===== config.mk =====
export PLATFORM = sky130hd
export DESIGN_NAME = pc_sequencer
export DESIGN_NICKNAME = d
export VERILOG_FILES = /design/src/rtl/mips_pkg.sv /design/src/rtl/pc_next_mux.sv /design/src/rtl/pc_sequencer.sv
export SDC_FILE = /design/constraint.sdc
export NUM_CORES = 1
export LEC_CHECK = 0
export CORE_AREA = 2 2 81 141
export DETAILED_ROUTE_END_ITERATION = 6
export DIE_AREA = 0 0 83 143
export PLACE_DENSITY = 0.68
export REMOVE_ABC_BUFFERS = 1
export SKIP_LAST_GASP = 1
export SLEW_MARGIN = 20
export SYNTH_ARGS = -nofsm -noshare
export SYNTH_HDL_FRONTEND = slang
export SYNTH_SLANG_ARGS = --single-unit
export TNS_END_PERCENT = 20

===== constraint.sdc =====
create_clock -name CLK -period 5.7 [get_ports CLK]
set_input_delay 0.57 -clock CLK [delete_from_list [all_inputs] [get_ports CLK]]
set_output_delay 0.57 -clock CLK [all_outputs]
set_load 0.02 [all_outputs]

===== src/rtl/mips_pkg.sv =====
// Shared MIPS core definitions: PC sequencer state encoding and fetch constants.
package mips_pkg;

    localparam int PC_INCR      = 4;
    localparam int JUMP_FIELD_W = 28;

    localparam logic [1:0] ST_BOOT  = 2'd0;
    localparam logic [1:0] ST_FETCH = 2'd1;
    localparam logic [1:0] ST_HOLD  = 2'd2;

    function automatic logic word_misaligned(input logic [1:0] low_bits);
        return low_bits != 2'b00;
    endfunction

endpackage


===== src/rtl/pc_next_mux.sv =====
// Combinational next-PC selection (jump > branch > sequential) and the PC+4 adder.
module pc_next_mux
    import mips_pkg::*;
#(
    parameter int WIDTH = 32
) (
    input  logic [WIDTH-1:0]        pc,
    input  logic                    jump,
    input  logic                    branch_taken,
    input  logic [WIDTH-1:0]        branch_offset,
    input  logic [JUMP_FIELD_W-1:0] jump_field,
    output logic [WIDTH-1:0]        pc_plus4,
    output logic [WIDTH-1:0]        next_pc
);

    logic [WIDTH-1:0] jump_target;

    assign pc_plus4 = pc + WIDTH'(PC_INCR);

    // The jump region comes from the delay-slot address, not the current PC.
    generate
        if (WIDTH > JUMP_FIELD_W) begin : g_region
            assign jump_target = {pc_plus4[WIDTH-1:JUMP_FIELD_W], jump_field};
        end else begin : g_no_region
            assign jump_target = jump_field[WIDTH-1:0];
        end
    endgenerate

    // NOTE: default assignment first so every path drives next_pc; no latch is inferred.
    always_comb begin
        next_pc = pc_plus4;
        if (jump) begin
            next_pc = jump_target;
        end else if (branch_taken) begin
            next_pc = pc_plus4 + branch_offset;
        end
    end

endmodule


===== src/rtl/pc_sequencer.sv =====
// MIPS program-counter stage: PC register plus BOOT/FETCH/HOLD fetch sequencer.
// Optional macro PC_MISALIGN_CHECK_EN adds a sticky Misalign_Err output.
module pc_sequencer
    import mips_pkg::*;
#(
    parameter int               WIDTH        = 32,
    parameter logic [WIDTH-1:0] RESET_VECTOR = '0
) (
    input  logic                    CLK,
    input  logic                    RST,
    input  logic                    Stall,
    input  logic                    Branch_Taken,
    input  logic                    Jump,
    input  logic [WIDTH-1:0]        Branch_Offset,
    input  logic [JUMP_FIELD_W-1:0] Jump_Field,
    input  logic                    Imem_Ack,
    output logic                    Imem_Req,
    output logic [WIDTH-1:0]        PC,
    output logic [WIDTH-1:0]        PC_Plus4,
`ifdef PC_MISALIGN_CHECK_EN
    output logic                    Misalign_Err,
`endif
    output logic                    Fetch_Valid
);

    logic [1:0]       state;
    logic [1:0]       state_nxt;
    logic             pc_load;
    logic             fetch_valid_nxt;
    logic [WIDTH-1:0] next_pc;
    logic [WIDTH-1:0] pc_d;

    pc_next_mux #(
        .WIDTH (WIDTH)
    ) u_next_mux (
        .pc            (PC),
        .jump          (Jump),
        .branch_taken  (Branch_Taken),
        .branch_offset (Branch_Offset),
        .jump_field    (Jump_Field),
        .pc_plus4      (PC_Plus4),
        .next_pc       (next_pc)
    );

    always_comb begin
        state_nxt       = state;
        pc_load         = 1'b0;
        fetch_valid_nxt = 1'b0;
        case (state)
            ST_BOOT: state_nxt = ST_FETCH;
            ST_FETCH: begin
                if (Imem_Ack) begin
                    fetch_valid_nxt = 1'b1;
                    if (Stall) begin
                        state_nxt = ST_HOLD;
                    end else begin
                        pc_load = 1'b1;
                    end
                end
            end
            ST_HOLD: begin
                if (!Stall) begin
                    pc_load   = 1'b1;
                    state_nxt = ST_FETCH;
                end
            end
            default: state_nxt = ST_BOOT;
        endcase
    end

    // Derived from state so reset drops the request asynchronously.
    assign Imem_Req = (state == ST_FETCH);

`ifdef PC_MISALIGN_CHECK_EN
    assign pc_d = {next_pc[WIDTH-1:2], 2'b00};

    always_ff @(posedge CLK or negedge RST) begin
        if (!RST) begin
            Misalign_Err <= 1'b0;
        end else if (pc_load && word_misaligned(next_pc[1:0])) begin
            Misalign_Err <= 1'b1;
        end
    end
`else
    assign pc_d = next_pc;
`endif

    // NOTE: sequential state uses non-blocking assignments so all registers update together at the edge.
    always_ff @(posedge CLK or negedge RST) begin
        if (!RST) begin
            state       <= ST_BOOT;
            PC          <= RESET_VECTOR;
            Fetch_Valid <= 1'b0;
        end else begin
            state       <= state_nxt;
            Fetch_Valid <= fetch_valid_nxt;
            if (pc_load) begin
                PC <= pc_d;
            end
        end
    end

endmodule

Word-level counts from Yosys, hierarchy flattened
Cells that the tools add are included.

Input bits: 66. Logic and storage cells: 23. Output and inout bits: 66. Memory bits (read-only): 0. Memories kept: 0. RAM bits: 0. Bits in latches: 0. Flip-flop bits (word level): 35.

Equal/unequal tests: 5. Reduce and logical (&&, ||, !) cells: 2. Divide/modulo/power cells: 0. Shifts and indexed selects: 0. Multiplexer cells: 11. $add $sub $neg: 2. Magnitude comparators: 0. $mul: 0. Bitwise gates (word level): 0.

Operators with widths (count): 32-bit 2-to-1 mux (2); 32-bit by 3-bit adder with 32-bit output (second input constant) (1); 32-bit adder (1); 2-bit 2-to-1 mux (3); 2-bit inequality test (second input constant) (3); 2-bit one-hot mux with 3 select lines (1); 1-bit 2-to-1 mux (4); 3-bit AND reduction (1); 2-bit by 1-bit == test with 1-bit output (second input constant) (1); 2-bit == test (second input constant) (1); 2-bit logical NOT (1); 1-bit one-hot mux with 2 select lines (1).

Logic depth before layout (Yosys ltp)
Gate-level depths: netlist of the first run.

Depth in word-level cells: 4. Depth in mapped cells: 17. Depth with buffers taken out: 17.

By module
Synthesis of the first run repeated with hierarchy kept, for this count alone.

Cells, all modules: 532. Area, all modules: 4445.5 um2.

Modules (own cells, without submodules): pc_next_mux (area an instance 2916.5 um2, cells each 447, instances 1, seq. area each 0.0 um2); pc_sequencer (area an instance 1529.0 um2, cells each 85, instances 1, seq. area each 875.8 um2).

Worst setup path before layout of the first run
No wires, ideal clock.

Path type: register to register. From: reg PC[4]. To: reg PC[31]. Path slack: 1810 ps. Required time: 5617 ps. Library setup time: 83 ps. Arrival: 3807 ps. Period minus slack after synthesis: 3890 ps. Buffers on the path: 0. Stages on the path, launching flop included: 16. Cells stage by stage: dfrtp_1 > nand3_1 > nor2_1 > nand2_1 > or4_1 > xnor2_1 > ha_1 > nand4_1 > or2_2 > o21a_1 > a22o_1 > a211oi_1 > nor4_1 > nand3b_1 > xnor2_1 > o21ai_0.

Word-level cells in the longest chain between the ends: 4.

RTL lines: start: declaration (line pc_sequencer.sv:18) `output logic [WIDTH-1:0] PC,`; start signal: assignment (line pc_sequencer.sv:98) `PC <= pc_d;`; 32-bit by 3-bit adder with 32-bit output (line pc_next_mux.sv:18) `assign pc_plus4 = pc + WIDTH'(PC_INCR);`; net PC_Plus4[17] (line pc_sequencer.sv:19) `output logic [WIDTH-1:0] PC_Plus4,`; 32-bit adder (line pc_next_mux.sv:35) `next_pc = pc_plus4 + branch_offset;`; 32-bit 2-to-1 mux (line pc_next_mux.sv:34) `end else if (branch_taken) begin`; 32-bit 2-to-1 mux (line pc_next_mux.sv:32) `if (jump) begin`.

The timed path passes the listed nets, and every way through them passes these cells. A chain may end at the register's enable or synchronous reset.

Worst setup path after layout of the first run
From: reg PC[4]. To: reg PC[27].

Word-level cells in the longest chain between the ends: 4.

RTL lines (line): 32-bit by 3-bit adder with 32-bit output * (pc_next_mux.sv:18); 32-bit adder (pc_next_mux.sv:35); 32-bit 2-to-1 mux * (pc_next_mux.sv:34); 32-bit 2-to-1 mux * (pc_next_mux.sv:32).

Every way passes the cells marked *; elsewhere a longest branch is shown, timed or not.

==> summary.log, run 1 <==
[cts] hold buffer count at CTS 0
[setup_path] slack of the worst reg-to-reg path 1070 ps
[cells_and_area] leading cell type in the layout, fill and taps excluded sky130_fd_sc_hd__clkdlybuf4s50_1
[route] length of the first detailed-routing pass in iterations 6
[synth] number of library cell types mapped by synthesis 67
[setup_path] Data arrival, critical path 4810 ps
[cts] TritonCTS Buffers 5
[sta] final-report hold violation count 0
[floorplan] die boundary width 83 µm
[cts] clock root buffer sky130_fd_sc_hd__clkbuf_16
[floorplan] Core Rows 50
[grt] global-route wire length before repair 25.2 mm
[cells_and_area] number of diodes added for antenna fixing 0
[sta] Highest Clock Rate 0.216 GHz
[job] max_cap viols 0
[sta] worst slew slack as a fraction of its limit 37.0%
[sta] final worst path period need 4630 ps
[route] drt initial violations 259
[setup_path] slowest cell on the critical path sky130_fd_sc_hd__nor2_1
[sta] Fin Clk Skew 2.74 ps
[route] total via count after detailed routing 4751
[placement] Buffers on Ports 131
[synth] number of enable flip-flop cells after synthesis 0
[grt] Overall Global Routing Usage 26.7%
[setup_path] CP required 5880 ps
[floorplan] area of the die 11900 µm²
[synth] Mapped Avg Cell Area 7.74 µm²
[sta] unrepaired setup endpoints after global routing no
[cells_and_area] area added between synthesis and finish 36.8%
[cts] CTS tree yes
[cts] Sinks on Clock Net 35
[route] WL per Instance 20.1 µm
[synth] Syn Std Cell Area 4220 µm²
[pwr] IR drop worst, VDD 0.000277 V
[synth] predominant post-synthesis flop cell sky130_fd_sc_hd__dfrtp_1
[setup_path] longest individual stage delay on the worst path 580 ps
[setup_path] CP cell instances nand3_1 > nor2_1 > nand2_1 > or4_1 > xnor2_1 > ha_1 > nand3_1 > o22ai_1 > o41ai_1 > and3_1 > a21oi_1 > xor2_1 > a21oi_1 > a2bb2oi_1 > mux2_2
[grt] Global Route met2 Usage 50.8%
[cells_and_area] count of non-filler cells in the finished layout 795
[sta] total negative setup slack 0 ps
[grt] global routing's busiest layer met2
[cts] total setup buffers inserted after CTS 0
[sta] transition at the pin with the smallest max-transition slack 946 ps
[grt] met1 Usage GRT 27.6%
[grt] initial antenna violation count 0
[setup_path] CP Max Fanout 6
[route] Vias per Instance 5.98
[route] number of nets with antenna violations after routing 0
[sta] pins over their slew limit 0
[cells_and_area] number of nets in the finished design 773
[grt] grt met3 use 4.16%
[floorplan] initial core utilization 39.4%
[synth] proportion of synthesized flip-flops having asynchronous set or reset 100%
[cts] clock-pin slew reported for the worst setup and hold paths after clock tree synthesis 60 ps
[route] detailed-route wire length 16.0 mm
[cts] maximum number of buffers from clock root to sink 2
[synth] proportion of synthesized chip area in sequential cells 20.8%
[synth] Yosys reg bits 35
[cells_and_area] commonest non-fill, non-tap cells in the layout sky130_fd_sc_hd__clkdlybuf4s50_1 (130), sky130_fd_sc_hd__nand2_1 (63), sky130_fd_sc_hd__a21oi_1 (47)
[min_path] worst min-delay path category in2async
[sta] final clock period utilization by the worst path 81.2%
[floorplan] die boundary height 143 µm
[placement] DPL Wire Length 12.2 mm
[route] DRC violation count after routing 0
[cts] level count of the clock H-tree 2
[pwr] Pwr Total 0.00321 W
[synth] number of warnings reported in the yosys synthesis log 0
[sta] count of endpoints failing setup in the final report 0
[placement] gpl congestion 0.962
[floorplan] # IOs 132
[setup_path] launching element type of the critical path register
[pwr] power per cell area 556 nW/µm²
[setup_path] type of destination of the critical path register
[grt] GR Overflow Total 0
[outcome] status finished, final reports clean
[cts] Clk Latency, worst-skew pair 290 ps
[pwr] leakage dissipation 2.41 nW
[grt] largest net degree at the start of global routing 43
[setup_path] CP Class reg2reg
[cells_and_area] final standard cell utilization of the core 53.9%
[cts] number of gates resized after cts 0
[placement] number of instances in the placed design 787
[cells_and_area] fraction of final layout cells with drive strength greater than 1 5.11%
[grt] number of global-route vias before repair 4987
[floorplan] area of the core 10700 µm²
[synth] post-synthesis cell count 545
## where the power goes
group / internal (W) / switching (W)
clock network: 0.000162 / 0.000124
registers: 0.000363 / 0.000176
logic: 0.00105 / 0.00133
## through the flow
step,instance area (µm²),setup slack [ps],hold slack (ps)
finish,5770,1070,411
global route,5770,847,482
floorplan,4120,1790,274
CTS,5770,1190,455
global placement,5630,1350,511
detailed placement,5630,1200,523
## cell type report
class | count | area, µm²
inverters | 19 | 71.3
multi-input cells | 467 | 3170
fillers | 1045 | 4930
clock inverters | 2 | 12.5
well taps | 130 | 163
flip-flops and latches | 35 | 876
repair buffers | 136 | 1340
clock buffers | 6 | 129
## registers in the layout (all words and copies together), names as in the netlist
signal,cells
Fetch_Valid,1
PC,32
state,2
## synthesized netlist by cell type, types with 4 or more instances
library cell               number  share of area [%]
sky130_fd_sc_hd__nand4_1       11                1.6
sky130_fd_sc_hd__o21ai_0       37                4.4
sky130_fd_sc_hd__a31oi_1       11                1.6
sky130_fd_sc_hd__nor2b_1        6               0.89
sky130_fd_sc_hd__o211ai_1       5               0.89
sky130_fd_sc_hd__mux2i_1        6                1.4
sky130_fd_sc_hd__a21oi_1       47                5.6
sky130_fd_sc_hd__nand3_1       21                2.5
sky130_fd_sc_hd__o22ai_1        7                1.0
sky130_fd_sc_hd__clkbuf_1      19                1.7
sky130_fd_sc_hd__a31o_2         5                1.0
sky130_fd_sc_hd__nand3b_1       4               0.71
sky130_fd_sc_hd__a21o_1         7                1.2
sky130_fd_sc_hd__xnor2_1       29                6.0
sky130_fd_sc_hd__ha_1          42                 12
sky130_fd_sc_hd__xor2_1        24                5.0
sky130_fd_sc_hd__dfrtp_1       35                 21
sky130_fd_sc_hd__or3_1          5               0.74
sky130_fd_sc_hd__nor3_1         8               0.95
sky130_fd_sc_hd__a211oi_1       6                1.1
sky130_fd_sc_hd__and3_1        11                1.6
sky130_fd_sc_hd__and2_1         7                1.0
sky130_fd_sc_hd__nand2_1       63                5.6
sky130_fd_sc_hd__nor2_1        41                3.6
sky130_fd_sc_hd__o21bai_1       4               0.71
sky130_fd_sc_hd__o21a_1         6                1.1
sky130_fd_sc_hd__inv_1         18                1.6
## kinds of logic (layout without fill, tap and decap cells)
group | count (synthesis) | after routing | share of synthesized area [%]
XOR/XNOR | 53 | 53 | 11.0
flip-flops | 35 | 35 | 20.8
adder cells (fa/ha/maj) | 43 | 43 | 12.9
AO/OA/AOI/OAI | 170 | 170 | 26.5
buffers and inverters | 43 | 163 | 4.09
multiplexers | 9 | 9 | 2.23
AND/OR/NAND/NOR | 192 | 192 | 22.5
## layer usage
layer	up-vias	part of all wire (%)
met5	-	0
met4	0	4.7
met3	52	5.9
met2	223	54
met1	2242	36
li1	2234	-
## path summary, 6_finish.rpt
path	from	end	cells past startpoint
max in group asynchronous	RST	PC[19]	1
hold / removal	RST	state[0]	1
hold reg to reg	state[0]	state[0]	1
setup reg to reg	PC[4]	PC[27]	15
setup / recovery	PC[4]	PC[27]	15
min in group CLK	state[0]	state[0]	1
## worst max-delay path: cells and delay by family (launching register included)
kind | cells | cell delay, ps
DFF | 1 | 450
and+or+nand+nor | 6 | 1820
adders and majority gates | 1 | 400
AOI/OAI and AO/OA | 5 | 990
muxes | 1 | 260
xor gates and xnor gates | 2 | 610
Note: power is estimated with default switching activity, not from simulation.
==> inputs of run 2 (changes only) <==
- PLACE_DENSITY: 0.68 -> 0.71
- clock period: 5.7 -> 4.2 ns (I/O delays scaled with it)
==> run 2 against run 1 <==
Effect of this change:
- global-route usage down 0.46 points
- first-iteration DRC count down 22%
- clock skew up 2.6 ps
- clock-buffer cell count unchanged
- combinational power up 39%
- design area up 2.1%
- fmax up 17%
- final cell count up 1.5%
- wire length down 0.39%
- register-to-register slack worse by 820 ps
==> summary.log, run 2 (synthesis results as in run 1) <==
[outcome] status finished, final reports clean [unchanged]
[setup_path] CP Class reg2reg [unchanged]
[cells_and_area] leading cell type in the layout, fill and taps excluded sky130_fd_sc_hd__clkdlybuf4s50_1 [unchanged]
[cts] Sinks on Clock Net 35 [unchanged]
[sta] final hold slack 291 ps [was 411 ps]
[cells_and_area] Regs by FF count PC x32, state x2, Fetch_Valid x1 [unchanged]
[grt] largest net degree at the start of global routing 36 [was 43]
[cts] level count of the clock H-tree 2 [unchanged]
[cells_and_area] Biggest register PC [unchanged]
[setup_path] Data arrival, critical path 4170 ps [was 4810 ps]
[placement] Buffers on Ports 131 [unchanged]
[route] drt initial violations 202 [was 259]
[setup_path] FF-to-FF path depth 15 [unchanged]
[sta] worst slew slack as a fraction of its limit 34.6% [was 37.0%]
[route] WL per Instance 19.7 µm [was 20.1 µm]
[setup_path] longest individual stage delay on the worst path 450 ps [was 580 ps]
[cells_and_area] number of nets in the finished design 785 [was 773]
[pwr] IR drop worst, VDD 0.000357 V [was 0.000277 V]
[cts] clock root buffer sky130_fd_sc_hd__clkbuf_16 [unchanged]
[setup_path] type of destination of the critical path register [unchanged]
[setup_path] CP cell instances nand4_1 > nor4_4 > nand4_2 > nor2_4 > nand3_1 > xnor2_2 > ha_1 > nand2_1 > nor2_1 > and2_1 > a31oi_1 > o311ai_2 > a31oi_1 > mux2_2 > o21ai_1 [was nand3_1 > nor2_1 > nand2_1 > or4_1 > xnor2_1 > ha_1 > nand3_1 > o22ai_1 > o41ai_1 > and3_1 > a21oi_1 > xor2_1 > a21oi_1 > a2bb2oi_1 > mux2_2]
[pwr] power per cell area 750 nW/µm² [was 556 nW/µm²]
[sta] count of endpoints failing setup in the final report 0 [unchanged]
[cells_and_area] fraction of final layout cells with drive strength greater than 1 7.69% [was 5.11%]
[route] DRC violation count after routing 0 [unchanged]
[route] Vias per Instance 6.00 [was 5.98]
[setup_path] CP required 4420 ps [was 5880 ps]
[cts] maximum number of buffers from clock root to sink 2 [unchanged]
[grt] global-route wire length before repair 24.9 mm [was 25.2 mm]
[pwr] leakage dissipation 2.48 nW [was 2.41 nW]
[sta] transition at the pin with the smallest max-transition slack 981 ps [was 946 ps]
[route] Post-Route M1 WL 5.89 mm [was 5.72 mm]
[min_path] worst min-delay path category in2async [unchanged]
[cts] clock-pin slew reported for the worst setup and hold paths after clock tree synthesis 60 ps [about the same]
[setup_path] launching element type of the critical path register [unchanged]
[floorplan] area of the core 10700 µm² [unchanged]
[floorplan] die boundary width 83 µm [unchanged]
[setup_path] slowest cell on the critical path sky130_fd_sc_hd__dfrtp_1 [was sky130_fd_sc_hd__nor2_1]
[cts] total setup buffers inserted after CTS 0 [unchanged]
[setup_path] Critical Path Most Common Cell sky130_fd_sc_hd__a31oi_1
[sta] final-report hold violation count 0 [unchanged]
[grt] Overall Global Routing Usage 26.2% [was 26.7%]
[cts] TritonCTS Buffers 5 [unchanged]
[route] detailed-route wire length 15.9 mm [was 16.0 mm]
[floorplan] area of the die 11900 µm² [unchanged]
[route] top layer reached by signal wires met4 [unchanged]
[sta] Highest Clock Rate 0.253 GHz [was 0.216 GHz]
[grt] GR Overflow Total 0 [unchanged]
[route] wire length on met3 757 µm [was 934 µm]
[setup_path] family with the most delay on the worst path simple AND/OR/NAND/NOR gates [unchanged]
[placement] DPL Wire Length 12.0 mm [was 12.2 mm]
[route] number of nets with antenna violations after routing 0 [unchanged]
[cells_and_area] final cell area excluding filler cells 5890 µm² [was 5770 µm²]
[grt] number of global-route vias before repair 5022 [was 4987]
[route] total via count after detailed routing 4846 [was 4751]
[route] metal2 WL 8.38 mm [was 8.56 mm]
[job] max_cap viols 0 [unchanged]
[setup_path] worst reg2reg path endpoint PC[30] [was PC[27]]
[route] length of the first detailed-routing pass in iterations 5 [was 6]
[sta] pins over their slew limit 0 [unchanged]
[grt] initial antenna violation count 1 [was 0]
[sta] final worst path period need 3950 ps [was 4630 ps]
[cells_and_area] flip-flop count of the largest register, all copies and words added 32 [unchanged]
[floorplan] initial core utilization 39.4% [unchanged]
[sta] Fin Clk Skew 5.34 ps [was 2.74 ps]
[placement] instance area after placement 5720 µm² [was 5630 µm²]
[cts] CTS tree yes [unchanged]
[floorplan] # IOs 132 [unchanged]
[setup_path] CP Max Fanout 5 [was 6]
[setup_path] WP buf/inv 0 [unchanged]
[floorplan] Core Rows 50 [unchanged]
[pwr] Pwr Total 0.00441 W [was 0.00321 W]
[setup_path] slack of the worst reg-to-reg path 250 ps [was 1070 ps]
[placement] gpl congestion 0.924 [was 0.962]
[sta] final clock period utilization by the worst path 94.1% [was 81.2%]
[setup_path] stages on the worst setup path 15 [unchanged]
[floorplan] die boundary height 143 µm [unchanged]
[cells_and_area] commonest non-fill, non-tap cells in the layout sky130_fd_sc_hd__clkdlybuf4s50_1 (130), sky130_fd_sc_hd__nand2_1 (63), sky130_fd_sc_hd__a21oi_1 (47) [unchanged]
[cells_and_area] area added between synthesis and finish 39.6% [was 36.8%]
[setup_path] worst reg2reg path startpoint PC[12] [was PC[4]]
[cells_and_area] final standard cell utilization of the core 55.0% [was 53.9%]
[cts] Clk Latency, worst-skew pair 290 ps [about the same]
run 2: metal layers:
metal  vias to the layer above  track usage (%)
li1                       2255                -
met2                       206             49.7
met1                      2318             26.5
met5                         -                0
met3                        67             3.99
met4                         0             16.5
run 2: how the worst max path moves through the flow:
stage | from | end | slack, ps
finish | PC[12] | PC[30] | 250
global route | PC[13] | PC[30] | -9
CTS | PC[2] | PC[31] | 80
detailed placement | PC[2] | PC[31] | 110
global placement | PC[2] | PC[27] | 200
floorplan | PC[4] | PC[31] | 290
run 2: what timing repair did:
item	in CTS	in global routing
setup endpoints to repair	0	7
gates resized for setup	0	6
hold buffers	0	0
run 2: metrics by stage:
step | TNS, ps | setup WS (ps) | instances
detailed placement | 0 | 108 | 799
floorplan | 0 | 286 | 521
CTS | 0 | 83.1 | 806
global route | -9.26 | -9.26 | 807
finish | 0 | 250 | 807
global placement | 0 | 201 | 799
run 2: where the power goes:
| part | switching (W) | total, W | internal (W) |
|---|---|---|---|
| Clock | 0.000163 | 0.000396 | 0.000232 |
| Sequential | 0.000227 | 0.000721 | 0.000494 |
| Combinational | 0.00182 | 0.00330 | 0.00148 |
| Total | 0.00221 | 0.00441 | 0.00221 |
run 2: final cells by class:
cell class	count	area, µm²
fillers	995	4810
inverters	19	71.3
multi-input cells	467	3200
diodes	1	2.50
clock buffers	6	139
flip-flops and latches	35	877
repair buffers	148	1430
clock inverters	1	5.00
well taps	130	163
